===== src/rtl/uart_frame_sequencer.sv =====
// Packet-oriented UART transmitter: a circular word buffer drained as back-to-back
// frames, followed by an idle gap, with an optional repeat-packet (loop) mode.
//
//   state | meaning
//   IDLE  | line high, waiting for iGo with a non-empty buffer
//   START | start bit (0)
//   DATA  | DATA_BITS data bits, LSB first
//   PAR   | parity bit (only when PARITY != 0)
//   STOP  | STOP_BITS stop bits (1); pop/advance and pick next word or GAP
//   GAP   | GAP_CYCLES idle-high cycles, oPktDone on the last one
module uart_frame_sequencer #(
  parameter int unsigned CLK_DIV    = 434,
  parameter int unsigned DATA_BITS  = 8,
  parameter int unsigned PARITY     = 0,
  parameter int unsigned STOP_BITS  = 1,
  parameter int unsigned FIFO_DEPTH = 16,
  parameter logic [31:0] GAP_CYCLES = 32'd1000
) (
  input  logic                          iClk,
  input  logic                          iRst_N,
  input  logic [DATA_BITS-1:0]          iData,
  input  logic                          iWr,
  input  logic                          iGo,
  input  logic                          iLoop,
  output logic                          oTxD,
  output logic                          oBusy,
  output logic                          oPktDone,
  output logic                          oFull,
  output logic                          oEmpty,
  output logic [$clog2(FIFO_DEPTH):0]   oCount,
  output logic                          oOverflow
);

  localparam int unsigned AW = $clog2(FIFO_DEPTH);
  localparam int unsigned CW = AW + 1;

  localparam logic [15:0]   LP_DIV_M1    = 16'(CLK_DIV - 1);
  localparam logic [3:0]    LP_DATA_LAST = 4'(DATA_BITS - 1);
  localparam logic [3:0]    LP_STOP_LAST = 4'(STOP_BITS - 1);
  localparam logic [31:0]   LP_GAP_M1    = GAP_CYCLES - 32'd1;
  localparam logic [CW-1:0] LP_DEPTH     = CW'(FIFO_DEPTH);
  localparam logic [CW-1:0] LP_CNT_ONE   = CW'(1);
  localparam logic [AW-1:0] LP_PTR_ONE   = AW'(1);
  localparam logic          LP_ODD       = (PARITY == 1);

  typedef enum logic [2:0] {
    S_IDLE  = 3'd0,
    S_START = 3'd1,
    S_DATA  = 3'd2,
    S_PAR   = 3'd3,
    S_STOP  = 3'd4,
    S_GAP   = 3'd5
  } state_t;

  logic [DATA_BITS-1:0] r_mem [FIFO_DEPTH];
  logic [AW-1:0]        r_head;
  logic [AW-1:0]        r_tail;
  logic [AW-1:0]        r_send;
  logic [CW-1:0]        r_count;
  logic                 r_overflow;

  state_t               r_state;
  logic [15:0]          r_baud;
  logic [3:0]           r_bit;
  logic [31:0]          r_gap;
  logic [DATA_BITS-1:0] r_shift;
  logic                 r_par;
  logic                 r_loop;
  logic                 r_txd;
  logic                 r_busy;
  logic                 r_pktdone;

  logic                 w_full;
  logic                 w_empty;
  logic                 w_bit_end;
  logic                 w_stop_end;
  logic                 w_pop;
  logic                 w_wr_ok;
  logic                 w_accept;
  logic                 w_more;
  logic [AW-1:0]        w_send_nxt;
  logic [AW-1:0]        w_rd_addr;
  logic [DATA_BITS-1:0] w_rd_word;
  logic                 w_rd_par;

  assign w_full     = (r_count == LP_DEPTH);
  assign w_empty    = (r_count == '0);
  assign w_bit_end  = (r_baud == 16'd0);
  assign w_stop_end = (r_state == S_STOP) && w_bit_end && (r_bit == LP_STOP_LAST);
  assign w_pop      = w_stop_end && !r_loop;
  // a pop on the same edge frees a slot, so a write into a full buffer still lands
  assign w_wr_ok    = iWr && (!w_full || w_pop);
  assign w_accept   = (r_state == S_IDLE) && iGo && !w_empty;
  assign w_send_nxt = r_send + LP_PTR_ONE;
  assign w_more     = r_loop ? (w_send_nxt != r_tail) : (r_count > LP_CNT_ONE);

  // next word comes from the slot after the current one at STOP end, else from head
  assign w_rd_addr  = (r_state == S_STOP) ? w_send_nxt : r_head;
  assign w_rd_word  = r_mem[w_rd_addr];
  assign w_rd_par   = (^w_rd_word) ^ LP_ODD;

  always_ff @(posedge iClk) begin
    if (w_wr_ok) begin
      r_mem[r_tail] <= iData;
    end
  end

  always_ff @(posedge iClk or negedge iRst_N) begin
    if (!iRst_N) begin
      r_tail     <= '0;
      r_head     <= '0;
      r_count    <= '0;
      r_overflow <= 1'b0;
    end else begin
      if (w_wr_ok) begin
        r_tail <= r_tail + LP_PTR_ONE;
      end
      if (w_pop) begin
        r_head <= r_head + LP_PTR_ONE;
      end
      case ({w_wr_ok, w_pop})
        2'b10:   r_count <= r_count + LP_CNT_ONE;
        2'b01:   r_count <= r_count - LP_CNT_ONE;
        default: r_count <= r_count;
      endcase
      if (iWr && !w_wr_ok) begin
        r_overflow <= 1'b1;
      end
    end
  end

  always_ff @(posedge iClk or negedge iRst_N) begin
    if (!iRst_N) begin
      r_state   <= S_IDLE;
      r_baud    <= '0;
      r_bit     <= '0;
      r_gap     <= '0;
      r_shift   <= '0;
      r_par     <= 1'b0;
      r_loop    <= 1'b0;
      r_send    <= '0;
      r_txd     <= 1'b1;
      r_busy    <= 1'b0;
      r_pktdone <= 1'b0;
    end else begin
      r_pktdone <= 1'b0;
      case (r_state)
        S_IDLE: begin
          r_txd <= 1'b1;
          if (w_accept) begin
            r_state <= S_START;
            r_send  <= r_head;
            r_loop  <= iLoop;
            r_busy  <= 1'b1;
            r_baud  <= LP_DIV_M1;
            r_shift <= w_rd_word;
            r_par   <= w_rd_par;
          end
        end

        S_START: begin
          r_txd <= 1'b0;
          if (w_bit_end) begin
            r_state <= S_DATA;
            r_baud  <= LP_DIV_M1;
            r_bit   <= '0;
          end else begin
            r_baud <= r_baud - 16'd1;
          end
        end

        S_DATA: begin
          r_txd <= r_shift[0];
          if (w_bit_end) begin
            r_baud  <= LP_DIV_M1;
            r_shift <= r_shift >> 1;
            if (r_bit == LP_DATA_LAST) begin
              r_bit   <= '0;
              r_state <= (PARITY == 0) ? S_STOP : S_PAR;
            end else begin
              r_bit <= r_bit + 4'd1;
            end
          end else begin
            r_baud <= r_baud - 16'd1;
          end
        end

        S_PAR: begin
          r_txd <= r_par;
          if (w_bit_end) begin
            r_state <= S_STOP;
            r_baud  <= LP_DIV_M1;
            r_bit   <= '0;
          end else begin
            r_baud <= r_baud - 16'd1;
          end
        end

        S_STOP: begin
          r_txd <= 1'b1;
          if (w_bit_end) begin
            r_baud <= LP_DIV_M1;
            if (r_bit == LP_STOP_LAST) begin
              r_bit  <= '0;
              r_send <= w_send_nxt;
              if (w_more) begin
                r_state <= S_START;
                r_shift <= w_rd_word;
                r_par   <= w_rd_par;
              end else begin
                r_state   <= S_GAP;
                r_gap     <= LP_GAP_M1;
                r_pktdone <= (LP_GAP_M1 == 32'd0);
              end
            end else begin
              r_bit <= r_bit + 4'd1;
            end
          end else begin
            r_baud <= r_baud - 16'd1;
          end
        end

        S_GAP: begin
          r_txd <= 1'b1;
          if (r_gap == 32'd0) begin
            if (r_loop && iLoop) begin
              r_state <= S_START;
              r_send  <= r_head;
              r_baud  <= LP_DIV_M1;
              r_shift <= w_rd_word;
              r_par   <= w_rd_par;
            end else begin
              r_state <= S_IDLE;
              r_busy  <= 1'b0;
            end
          end else begin
            r_gap     <= r_gap - 32'd1;
            r_pktdone <= (r_gap == 32'd1);
          end
        end

        default: begin
          r_state <= S_IDLE;
          r_txd   <= 1'b1;
          r_busy  <= 1'b0;
        end
      endcase
    end
  end

  assign oTxD      = r_txd;
  assign oBusy     = r_busy;
  assign oPktDone  = r_pktdone;
  assign oFull     = w_full;
  assign oEmpty    = w_empty;
  assign oCount    = r_count;
  assign oOverflow = r_overflow;

endmodule


===== config.mk =====
export PLATFORM = sky130hd
export DESIGN_NAME = uart_frame_sequencer
export DESIGN_NICKNAME = d
export VERILOG_FILES = /design/src/rtl/uart_frame_sequencer.sv
export SDC_FILE = /design/constraint.sdc
export NUM_CORES = 1
export LEC_CHECK = 0
export BUFFER_PORTS_ARGS = -buffer_cell sky130_fd_sc_hd__buf_4
export CORE_ASPECT_RATIO = 1.2
export CORE_MARGIN = 10
export CORE_UTILIZATION = 33
export CTS_CLUSTER_DIAMETER = 200
export DETAILED_ROUTE_END_ITERATION = 10
export MAX_ROUTING_LAYER = met4
export SLEW_MARGIN = 20
export SYNTH_ARGS = -nofsm -noshare
export SYNTH_HDL_FRONTEND = slang
export SYNTH_SLANG_ARGS = --single-unit

===== constraint.sdc =====
create_clock -name iClk -period 4.7 [get_ports iClk]
set_input_delay 0.705 -clock iClk [delete_from_list [all_inputs] [get_ports iClk]]
set_output_delay 0.705 -clock iClk [all_outputs]
set_load 0.1 [all_outputs]

# Word-level counts from Yosys, hierarchy flattened
# Memories as Yosys holds them, arrays and structs flattened.
# Index checks and enable logic that the tools add are counted.
[classes]
add_sub_neg = 8
n_mul = 0
n_div = 0
order_cmp = 1
n_eq_ne = 25
shifts = 0
mux = 60
bitwise = 1
reduce_logical = 36
[op_table]
columns = ["op", "n"]
rows = [
  ["$mux 32", 4],
  ["$mux 16", 4],
  ["$pmux 32 s2", 1],
  ["$mux 8", 7],
  ["$pmux 16 s3", 1],
  ["$mux 4", 11],
  ["$eq 32x1->1 const B", 1],
  ["$logic_not 32->1", 1],
  ["$pmux 8 s4", 1],
  ["$sub 32x1->32 const B", 1],
  ["$mux 3", 9],
  ["$ne 2x2->1 const B", 13],
  ["$pmux 4 s3", 2],
  ["$pmux 3 s6", 1],
  ["$add 4x1->4 const B", 4],
  ["$logic_not 16->1", 1],
  ["$reduce_and 8->1", 2],
  ["$sub 16x1->16 const B", 1],
  ["$mux 1", 15],
  ["$reduce_and 4->1", 3],
  ["$pmux 5 s2", 1],
  ["$pmux 1 s3", 3],
  ["$reduce_bool 3->1", 3],
  ["$logic_and 1x1->1", 8],
  ["27 further kinds", 33],
]
[totals]
ff_bits = 86
latchBits = 0
ramBits = 128
rom_bits = 0
in_bits = 13
output_inout_bits = 11
elab_cells = 147
mem_count = 1
[memory_table]
columns = ["name", "depth", "width", "rd", "rd_ports_with_merged_regs", "write_ports", "line_no", "source"]
rows = [
  ["r_mem", 16, 8, 1, 0, 1, "55", "logic [DATA_BITS-1:0] r_mem [FIFO_DEPTH];"],
]

# Depth between registers and ports, before layout
[logic_depth]
word_depth = 8
ltp_mapped = 12
mapped_depth_nobuf = 11

# Worst setup path after synthesis
# Ideal clock, no wire load.
[synth_timing]
path_kind = "reg-to-reg"
start = "register r_count[0], in the netlist oCount[0]"
end = "register r_par"
setup_time_ns = 0.125
arrival_ns = 4.446
t_required_ns = 4.575
setup_slack_ns = 0.130
stages_incl_launch_ff = 12
n_path_buf = 0
synth_period_minus_slack_ns = 4.570
path_cell_list = "dfrtp_1 inv_1 ha_1 nand2b_1 nor3_1 nand2b_1 nand3b_1 o21ai_1 nor2_2 o211ai_1 nor2_1 mux2_2"
[synth_via]
elab_chain_cells = 5
elab_cells_between_ends = 8
classes_between = "order compare: 1; eq/ne: 2; mux: 1; reduce/logical: 4"
[synth_lines]
columns = ["element", "line_no", "source"]
rows = [
  ["from (decl)", "59", "logic [CW-1:0] r_count;"],
  ["from (signal assigned)", "122", "2'b10: r_count <= r_count + LP_CNT_ONE;"],
  ["from (signal assigned)", "123", "2'b01: r_count <= r_count - LP_CNT_ONE;"],
  ["from (signal assigned)", "124", "default: r_count <= r_count;"],
  ["$logic_not 5->1", "87", "assign w_empty = (r_count == '0);"],
  ["named net oEmpty", "29", "output logic oEmpty,"],
  ["$logic_not 1->1", "93", "assign w_accept = (r_state == S_IDLE) && iGo && !w_empty;"],
  ["$logic_and 1x1->1", "93", ""],
  ["$ne 2x2->1 (no source line)", "-", ""],
  ["$reduce_and 7->1 (no source line)", "-", ""],
  ["to (signal assigned)", "157", "r_par <= w_rd_par;"],
  ["to (signal assigned)", "209", "r_par <= w_rd_par;"],
  ["to (signal assigned)", "231", "r_par <= w_rd_par;"],
  ["to (decl)", "67", "logic r_par;"],
]
# The timed path passes the listed nets, and every way through them passes these cells.
# A chain may end at the register's enable or synchronous reset.

# Worst setup path in the final report
[layout_timing]
start = "register r_state[1]"
end = "register r_par"
[layout_via]
elab_chain_cells = 8
elab_cells_between_ends = 23
classes_between = "eq/ne: 8; mux: 8; reduce/logical: 6; memory: 1"
[layout_lines]
columns = ["element", "line_no", "source"]
rows = [
  ["from (decl)", "62", "state_t r_state;"],
  ["from (signal assigned)", "179", "r_state <= (PARITY == 0) ? S_STOP : S_PAR;"],
  ["$eq 3x3->1", "98, 147", ""],
  ["$mux 4", "98", "assign w_rd_addr = (r_state == S_STOP) ? w_send_nxt : r_head;"],
  ["$mem_v2 16x8", "-", ""],
  ["$reduce_xor 8->1", "100", "assign w_rd_par = (^w_rd_word) ^ LP_ODD;"],
  ["$mux 1", "206", "if (w_more) begin"],
  ["$mux 1", "203", "if (r_bit == LP_STOP_LAST) begin"],
  ["$mux 1", "201", "if (w_bit_end) begin"],
  ["$pmux 1 s3", "147", "case (r_state)"],
]
# Parallel ways exist; a longest one is shown, timed or not. The select of a mux whose other input is x is not followed.

==> metrics.yaml <==
run_status:
  status: "complete, no violations"
pwr:
  power_frac_comb_pct: 14.3
  netSwitchingFraction_pct: 27.7
  total_power_mw: 4.90
  p_clk_share_pct: 39.4
  pwr-share-seq_pct: 46.3
  total_leakage_power_nw: 4.42
  vdd.ir_drop.worst_v: 0.000285
  power_density_nw_per_um2: 431
  p_int_mw: 3.54
  switching_power_mw: 1.36
yosys:
  ys_warn_count: 0
  ys_seq_area_share_pct: 60.4
  yosysTopAreaCellShare_pct: 38.7
  synth-edff-count: 128
  synth_flop_cell: "edfxtp_1"
  ys_ff_latch: 214
  avgSynthCellArea_um2: 12.3
  synth-async-reset-ratio_pct: 40.2
  netlist_instances: 805
  synth.distinct_cells: 69
  syn_area_um2: 9930
  syn_nets: 834
  ys_top_cells_by_area: "edfxtp_1 (39%), dfrtp_1 (21%), mux2i_1 (4.2%)"
  yosys.area.top_type: "edfxtp_1"
placement:
  place_inst: 1199
  globalplace.congestion: 0.879
  dpl-instance-area_um2: 10500
  io_buffer_count: 23
  place_ws_ns: 0.930
  post-dp-hpwl_um: 15000
setup_path:
  reg2reg_depth: 11
  r2r_end: "r_par"
  cp.required_ns: 5.11
  critPathCaptureType: "flip-flop"
  rrSetupSlack_ns: 0.91
  r2r_start: "r_state[1]"
  cp-start-kind: "flip-flop"
  crit_type: "flip-flop to flip-flop"
  critPathArrivalTime_ns: 4.20
  cp_max_fo: 19
routing:
  final_antenna_net_count: 0
  dr.max_layer_used: "met4"
  drtIter0Drc: 348
  wl_met2_um: 11200
  vias_per_cell: 5.00
  route.detailed.drc: 0
  num_vias: 6215
  wl_met1_um: 9480
  wl_met3_um: 791
  wire_per_inst_um: 17.6
  wirelength_um: 21900
  dr.pass1.iters: 5
sta:
  relSlewSlack_pct: 33.1
  min_period_ns: 3.79
  worst_slack_ns: 0.908
  tns_ns: 0
  hold_viol: 0
  max_freq_ghz: 0.264
  whs_ns: 0.242
  skew_ns: 0.0242
  setup_viol: 0
  fin_crit_sh_pct: 80.7
  timing.final.max_slew_violations: 0
  rsz0062_at_grt: "false"
  worst_slew_pin_slew_ns: 1.00
die:
  io_pins: 24
  num_rows: 69
  fp.dieArea_um2: 37400
  core_region_area_um2: 29600
  die_w_um: 178
  die_h_um: 210
  start_util_pct: 33.5
global_route:
  overflow: 0
  antenna_found_initial: 0
  grt_pass1_wl_um: 35300
  grt_usage_pct: 12.1
  grt_pass1_vias: 6321
  grt_max_degree: 56
cells_and_area:
  synthToLayoutAreaGrowth_pct: 14.5
  design_area_um2: 11400
  layout_common_cells: "edfxtp_1 (128), dfrtp_1 (85), nand2_1 (74)"
  n_fill_cell: 2809
  multiInputGateArea_um2: 3730
  antenna_cells: 0
  layout_commonest_cell: "edfxtp_1"
  drive_gt1_share_pct: 13.8
  final_cells: 1244
  regArea_um2: 6000
  final_util_pct: 38.4
  final_nets: 865
clocking:
  root_buffer: "clkbuf_16"
  clk_path_buf_depth: 3
  cts.hold.buffers_added: 0
  ctsResizeCount: 0
  clkTransAtPathRegs_ns: 0.06
  clkLatencyLatePin_ns: 0.52
  post-cts-setup-buffers: 0
  cts_buffers: 24
  cts_sinks: 214
  htreeDepth: 1
  cts_tree: "built"
min_path:
  hp-class: "input port to async pin"
run:
  maxCapViolations: 0
flip-flops by register name, indices dropped and copies added (netlist names):
| register | flops |
|---|---|
| r_par | 1 |
| r_baud | 16 |
| oBusy | 1 |
| r_loop | 1 |
| oCount | 5 |
| r_head | 4 |
| r_state | 3 |
| oPktDone | 1 |
| r_mem | 128 |
| oTxD | 1 |
| r_shift | 8 |
| r_tail | 4 |
| r_bit | 4 |
| r_send | 4 |
| r_gap | 32 |
| oOverflow | 1 |
Yosys cell counts, drive strengths merged (2+ instances only):
library cell  instances
xnor2                31
a21oi                36
nand2b                7
nand3                15
buf                  14
mux2                 19
xor2                 17
nor2b                 8
clkbuf               18
inv                  12
nor3                 23
nand4                 2
or4                   5
a31oi                 7
mux4                  8
o21a                  2
dfrtp                85
and2                 18
or2                   3
nor4                 12
or3                   7
nor4b                 2
edfxtp              128
a22oi                 9
mux2i                42
nand3b                5
o31ai                11
a221oi                3
o21ai                46
o22ai                 9
nor3b                 3
and3                  8
o211ai                4
nand2                75
nor2                 74
ha                   16
a211oi                6
cell type report:
| cell class | count | area share, % |
|---|---|---|
| Sequential cell | 214 | 52.8 |
| Multi-Input combinational cell | 547 | 32.9 |
| Clock buffer | 27 | 5.57 |
| Tap cell | 390 | 4.29 |
| Timing Repair Buffer | 37 | 2.44 |
| Clock inverter | 17 | 1.65 |
| Inverter | 12 | 0.396 |
how the worst max path moves through the flow:
stage	startpoint	slack, ns	cells past startpoint	to
after detailed placement	r_state[1]	0.93	11	r_par
after global placement	r_state[1]	0.95	11	r_par
after CTS	r_state[1]	0.89	11	r_par
after floorplan	oCount[0]	0.13	11	r_par
after global routing	r_state[1]	0.67	11	r_par
final	r_state[1]	0.91	11	r_par
worst max-delay path, cell delays in order, from the launching register on:
cell and delay [ns]:
dfrtp_1 0.52, nor3b_2 0.22, buf_4 0.22, o21a_2 0.48, buf_4 0.38, mux2i_1 0.12, mux4_2 0.52, xor2_1 0.18
mux2i_1 0.18, xnor2_1 0.15, xnor3_1 0.41, mux2_2 0.26
power by group through the flow:
stage	sequential, mW	clock, mW	combinational, mW
global placement	2.30	0	0.702
floorplan	2.45	0	0.323
global route	2.28	2.05	0.755
CTS	2.27	1.97	0.716
finish	2.27	1.93	0.702
detailed placement	2.30	0	0.713
metal layers:
layer	GRT usage, %	vias up
li1	-	3017
met1	14.6	3072
met2	20.5	89
met3	1.84	37
met4	3.57	0
met5	-	-
kinds of logic after synthesis:
group | share of synthesized area (%)
flip-flops | 60.4
buffers and inverters | 2.08
multiplexers | 8.21
AO/OA/AOI/OAI | 9.28
AND/OR/NAND/NOR | 13.5
adder cells (fa/ha/maj) | 2.02
XOR/XNOR | 4.46
No activity file was read; power rests on OpenSTA's default activity.
